--- src/rtl/traffic_light_ctrl.sv ---
// traffic_light_ctrl: two-approach intersection sequencer with pedestrian cut-short and night flashing
module traffic_light_ctrl #(
  parameter int CNT_W       = 8,
  parameter int GREEN_T     = 50,
  parameter int YELLOW_T    = 5,
  parameter int ALLRED_T    = 2,
  parameter int MIN_GREEN_T = 10,
  parameter int FLASH_T     = 4
) (
  input  logic       clk,
  input  logic       reset,
  input  logic       tick,
  input  logic       night,
  input  logic       ped_req,
  output logic       main_r,
  output logic       main_y,
  output logic       main_g,
  output logic       side_r,
  output logic       side_y,
  output logic       side_g,
  output logic       ped_walk,
  output logic [2:0] phase
);
  localparam logic [2:0] MAIN_G = 3'd0;
  localparam logic [2:0] MAIN_Y = 3'd1;
  localparam logic [2:0] RED_A  = 3'd2;
  localparam logic [2:0] SIDE_G = 3'd3;
  localparam logic [2:0] SIDE_Y = 3'd4;
  localparam logic [2:0] RED_B  = 3'd5;
  localparam logic [2:0] FLASH  = 3'd6;
  localparam logic [CNT_W-1:0] G_END = CNT_W'(GREEN_T - 1);
  localparam logic [CNT_W-1:0] Y_END = CNT_W'(YELLOW_T - 1);
  localparam logic [CNT_W-1:0] R_END = CNT_W'(ALLRED_T - 1);
  localparam logic [CNT_W-1:0] M_END = CNT_W'(MIN_GREEN_T - 1);
  localparam logic [CNT_W-1:0] F_END = CNT_W'(FLASH_T - 1);
  localparam longint CNT_LIM = longint'(1) << CNT_W;

  if (CNT_W < 1 || GREEN_T < 1 || YELLOW_T < 1 || ALLRED_T < 1 || MIN_GREEN_T < 1 || FLASH_T < 1 ||
      GREEN_T >= CNT_LIM || YELLOW_T >= CNT_LIM || ALLRED_T >= CNT_LIM ||
      MIN_GREEN_T >= CNT_LIM || FLASH_T >= CNT_LIM || MIN_GREEN_T > GREEN_T) begin : g_bad_param
    $error("traffic_light_ctrl: illegal duration parameters");
  end

  logic [2:0]       state;
  logic [2:0]       state_nx;
  logic [CNT_W-1:0] cnt;
  logic             blk;
  logic             ped_pend;

  // state register
  always_ff @(posedge clk or posedge reset)
    if (reset) state <= RED_B;
    else       state <= state_nx;

  // phase counter, night blink bit and pending pedestrian request
  always_ff @(posedge clk or posedge reset)
    if (reset) begin
      cnt      <= '0;
      blk      <= 1'b0;
      ped_pend <= 1'b0;
    end else begin
      cnt      <= (state_nx != state) ? '0 : !tick ? cnt : (state == FLASH && cnt == F_END) ? '0 : cnt + 1'b1;
      blk      <= (state_nx != FLASH) ? 1'b0 : (state == FLASH && tick && cnt == F_END) ? ~blk : blk;
      ped_pend <= (state_nx == SIDE_G && state != SIDE_G) ? 1'b0 : ped_pend | ped_req;
    end

  // next-state: a phase ends on the tick that completes its duration; night only checked leaving all-red
  always_comb begin
    state_nx = state;
    case (state)
      MAIN_G:  if (tick && (cnt == G_END || (ped_pend && cnt >= M_END))) state_nx = MAIN_Y;
      MAIN_Y:  if (tick && cnt == Y_END) state_nx = RED_A;
      RED_A:   if (tick && cnt == R_END) state_nx = night ? FLASH : SIDE_G;
      SIDE_G:  if (tick && cnt == G_END) state_nx = SIDE_Y;
      SIDE_Y:  if (tick && cnt == Y_END) state_nx = RED_B;
      RED_B:   if (tick && cnt == R_END) state_nx = night ? FLASH : MAIN_G;
      FLASH:   if (tick && !night) state_nx = RED_B;
      default: state_nx = RED_B;
    endcase
  end

  // Moore lamp decode from the registered state only
  always_comb begin
    main_g   = state == MAIN_G;
    main_y   = state == MAIN_Y || (state == FLASH && blk);
    main_r   = state inside {RED_A, RED_B, SIDE_G, SIDE_Y};
    side_g   = state == SIDE_G;
    side_y   = state == SIDE_Y || (state == FLASH && blk);
    side_r   = state inside {RED_A, RED_B, MAIN_G, MAIN_Y};
    ped_walk = state == SIDE_G;
    phase    = state;
  end
endmodule
--- config.mk ---
export PLATFORM = sky130hd
export DESIGN_NAME = traffic_light_ctrl
export DESIGN_NICKNAME = d
export VERILOG_FILES = /design/src/rtl/traffic_light_ctrl.sv
export SDC_FILE = /design/constraint.sdc
export NUM_CORES = 1
export LEC_CHECK = 0
export ABC_AREA = 0
export CAP_MARGIN = 20
export CORE_ASPECT_RATIO = 0.75
export CORE_MARGIN = 10
export CORE_UTILIZATION = 50
export DETAILED_ROUTE_END_ITERATION = 6
export GPL_TIMING_DRIVEN = 0
export PLACE_DENSITY = 0.84
export SYNTH_ARGS = -nofsm -noshare
export SYNTH_HDL_FRONTEND = slang
export SYNTH_SLANG_ARGS = --single-unit
--- constraint.sdc ---
create_clock -name clk -period 5.69 [get_ports clk]
set_clock_uncertainty 0.05 [all_clocks]
set_input_delay 1.138 -clock clk [delete_from_list [all_inputs] [get_ports clk]]
set_output_delay 1.138 -clock clk [all_outputs]
set_load 0.03 [all_outputs]
# Yosys cells after proc, flatten, opt, wreduce, memory -nomap -nowiden

Index checks and enable logic that the tools add are counted.

Flip-flop bits (word level): 13
Word-level logic and storage cells: 58
Output and inout port bits: 10
Bits of input ports: 5

Reductions and logical operators: 20
Eq/ne operators: 14
Bitwise logic cells: 2
Add/subtract/negate cells: 1
$lt $le $gt $ge: 1
Muxes and demuxes: 16

Operator list:

| operator            | number |
|---|---|
| $mux 3              | 9 |
| $mux 8              | 3 |
| $pmux 3 s7          | 1 |
| $logic_and 1x1->1   | 11 |
| $eq 3x2->1 const B  | 3 |
| $eq 3x3->1 const B  | 3 |
| $add 8x1->8 const B | 1 |
| $eq 8x1->1 const B  | 1 |
| $eq 8x2->1 const B  | 1 |
| $eq 8x3->1 const B  | 1 |
| $eq 8x6->1 const B  | 1 |
| $ge 8x4->1 const B  | 1 |
| $reduce_bool 4->1   | 2 |
| $reduce_bool 2->1   | 2 |
| $eq 3x1->1 const B  | 1 |
| $logic_not 3->1     | 1 |
| $logic_or 1x1->1    | 3 |
| $mux 1              | 3 |
| $ne 3x2->1 const B  | 1 |
| $ne 3x3->1          | 1 |
| $ne 3x3->1 const B  | 1 |
| $logic_not 1->1     | 1 |
| $not 1->1           | 1 |
| $or 1x1->1          | 1 |

# Logic depth before layout (Yosys ltp)

Depth in word-level cells: 9
Gate-level depth with buffers: 7
Depth with buffers taken out: 7

# Least setup slack after synthesis

No wires, ideal clock.

Path kind: register to output
Start point: register state[2], in the netlist phase[2]
End point: output port main_y
Data required time: 4.502 ns
Arrival: 1.663 ns
Cell stages (with the launch flop): 6
Path buffers: 2
Slack: 2.839 ns
Path through: dfstp_2 > buf_2 > clkbuf_1 > and3b_1 > nand2_1 > o21ai_0

Longest elaborated chain between the ends: 3
Elaborated cells between the ends (all ways): 4
Those cells by class: eq/ne: 2; reduce/logical: 2

RTL lines:

| element                | line | text |
|---|---|---|
| start, declared        | 44   | `logic [2:0] state;` |
| start signal, assigned | 53   | `else state <= state_nx;` |
| $eq 3x3->1             | 85   | `main_y = state == MAIN_Y \|\| (state == FLASH && blk);` |
| $logic_and 1x1->1      | 85   |  |
| $logic_or 1x1->1 *     | 85   |  |
| end, declared          | 16   | `output logic main_y,` |

Mark *: on every way between the ends. The rest lies on a longest branch, timed or not.

# Worst setup path after layout

Ends and elaborated chain as after synthesis.

==> flow_summary_export.csv <==
group,metric,value,unit
drt,postRouteAntennaNets,0,
sta,rsz0062_at_grt,"no",
place,dp_slack,2.38,ns
yosys,synthCells,129,
worst_setup_path,r2r_start,"cnt[1]",
global_routing,grt_max_degree,14,
sta,tns,0,ns
sta,drv_slew,0,
sta,fin_ws,2.07,ns
yosys,synth_seq_cells,13,
global_routing,grt_pass1_wl,4620,microns
worst_setup_path,cp_data_arrival_time,2.43,ns
clocking,clk_pin_slew,0.08,ns
yosys,ys_types,53,
finish,n_fill_cell,188,
worst_setup_path,crit_chain,"buf_2 -> clkbuf_1 -> and3b_1 -> nand2_1 -> o21ai_0 -> clkdlybuf4s50_1",
clocking,cts_hold_buf,0,
place,gp_congestion,0.897,
drt,wl,2670,microns
finish,layout.area.seq,328,sq um
yosys,synth_warnings,0,
clocking,clock_sinks,13,
floorplan,start_util,0.541,
global_routing,antenna_found_initial,0,
power_and_ir_drop,peakVddDrop,0.238,mV
run,drv_cap,0,
yosys,synth_top_flop_cell,"dfrtp_1",
finish,area_growth_syn_to_layout,17.5,%
yosys,synth_edf_count,0,
min_path,hold_start,"ped_pend",
finish,fin_cells,171,
clocking,postCtsSetupRepairBufs,0,
clocking,clockBufferDepth,2,
clocking,htreeDepth,1,
yosys,ys_seq_area_frac,0.290,
global_routing,grt_use_met3,0.0418,
global_routing,grt_util_met1,0.174,
finish,diodes,0,
floorplan,core-area,2080,sq um
power_and_ir_drop,total_leakage_power,0.538,nW
sta,fin_crit,3.62,ns
worst_setup_path,crit_path_top_delay_cell,"clkdlybuf4s50_1",
min_path,hp-class,"reg -> reg",
floorplan,die_h,61.1,microns
clocking,cts_buffers,3,
place,port_buffers,14,
finish,final_util,0.636,
sta,max_slew_margin,0.656,
clocking,tritoncts,"built",
worst_setup_path,crit_type,"reg -> out",
drt,vias_per_cell,6.05,
sta,hold_viol_final,0,
worst_setup_path,worstPathRequired,4.50,ns
status,status,"complete, no violations",
worst_setup_path,crit_start,"phase[2]",
worst_setup_path,slowest_delay,0.69,ns
drt,drt_first_pass_iters,4,
power_and_ir_drop,powerDensity,479,nW/um^2
finish,nNetsFinal,157,
worst_setup_path,cp-end-kind,"output pin",
finish,design_area,1330,sq um
place,place_area,1300,sq um
sta,tightestPinTransition,0.516,ns
global_routing,use_met2,0.194,
place,placed_cells,167,
yosys,syn_area_per_cell,8.75,sq um
finish,drive_above_1_share,0.150,
floorplan,die_area,4580,sq um
drt,vias,1035,
yosys,synth_area,1130,sq um
global_routing,grt_pass1_vias,988,
sta,setup_viol,0,
yosys,synthArstFlopShare,1.00,
finish,multi_input_area,731,sq um
worst_setup_path,critPathMaxFanout,10,
place,dp_hpwl,2130,microns
yosys,syn_nets,138,
sta,finalCritPeriodShare,0.637,
global_routing,grt-ovfl-total,0,
sta,clock.fmax,276,MHz
floorplan,io_pins,15,
drt,drc,0,
global_routing,grtUsageTotal,0.128,
drt,drtIter0Drc,99,
global_routing,busiest_layer,"met2",
clocking,clock_latency,0.27,ns
floorplan,die_x,74.9,microns
drt,wl_per_cell,15.6,microns
floorplan,std_cell_rows,14,
worst_setup_path,crit_path_start_kind,"flop",
clocking,cts-resized-gates,0,
clocking,root_buffer,"clkbuf_4",
-- metrics by stage --
stage / total power, W / hold WS, ns
after floorplan: 0.000450 / 0.436
after global placement: 0.000568 / 0.465
after detailed placement: 0.000579 / 0.467
after CTS: 0.000638 / 0.485
after global routing: 0.000686 / 0.515
final: 0.000636 / 0.483
-- kinds of logic after synthesis --
group,count (synthesis),synth area share
AOI/OAI and AO/OA,20,0.155
buffers and inverters,13,0.0621
xor gates and xnor gates,7,0.0543
and+or+nand+nor,71,0.385
muxes,1,0.00887
adders and majority gates,4,0.0443
DFF,13,0.290
-- cells in the mapped netlist, drive strengths merged (2+ instances only) --
master / number / area [sq um]
o311ai: 2 / 25.0
o21ai: 4 / 20.0
nor4: 4 / 37.5
dfstp: 2 / 52.6
inv: 4 / 15.0
dfrtp: 11 / 275
and3: 4 / 25.0
xnor2: 2 / 17.5
nand3: 7 / 40.0
and4bb: 2 / 28.8
nor3: 6 / 30.0
nand2: 12 / 47.6
nand4: 3 / 18.8
nor3b: 3 / 27.5
clkbuf: 2 / 7.51
buf: 7 / 47.6
a21oi: 3 / 15.0
o211ai: 2 / 15.0
ha: 4 / 50.1
nand2b: 5 / 31.3
nor2b: 4 / 25.0
xor2: 5 / 43.8
nor2: 12 / 47.6
-- metal layers --
layer / vias to the layer above / part of all wire
met5: - / 0
met4: 0 / 0.0041
met3: 2 / 0.077
met2: 36 / 0.44
met1: 494 / 0.48
li1: 503 / -
-- layout make-up --
cell class	count	area share
flip-flops and latches	13	0.247
multi-input cells	103	0.551
clock inverters	1	0.00377
plain buffers	9	0.0415
clock buffers	3	0.0170
inverters	4	0.0113
repair buffers	14	0.106
well taps	24	0.0226
-- final timing paths --
check | end | slack, ns | depth (start not counted)
max | main_y | 2.07 | 6
min | ped_pend | 0.48 | 1
max reg2reg | cnt[2] | 3.47 | 7
min reg2reg | ped_pend | 0.48 | 1
max in group asynchronous | phase[0] | 4.11 | 2
min in group asynchronous | cnt[2] | 1.13 | 2
-- cells in the final DEF (no fill, tap or decap), types with 3 or more instances in the layout --
cell	netlist	routed
nor2b_1	4	4
nand4_1	3	3
nor2_1	11	11
nor3_1	6	6
and3_1	4	4
ha_1	4	4
clkdlybuf4s50_1	0	14
nand2_1	11	11
o21ai_0	3	3
xor2_1	5	5
a21oi_1	3	3
nand3_1	6	6
inv_1	4	4
clkbuf_4	0	3
dfrtp_1	11	11
nand2b_1	5	5
-- critical path, delay by kind of cell, from the launching register on --
kind            cells  cell delay, ns
flops               1            0.53
simple gates        2            0.33
compound gates      1            0.07
buf+inv             3            1.23
-- sequential cells by signal, summed over array words and instances, names as in the netlist --
name,count
phase,3
cnt,8
ped_pend,1
blk,1
-- report_power, final --
part | total [W] | internal [W] | switching (W)
clock | 0.0000567 | 0.0000260 | 0.0000306
sequential | 0.000151 | 0.000122 | 0.0000287
combinational | 0.000429 | 0.000175 | 0.000253
total | 0.000636 | 0.000323 | 0.000313
Note: power is estimated with default switching activity, not from simulation.
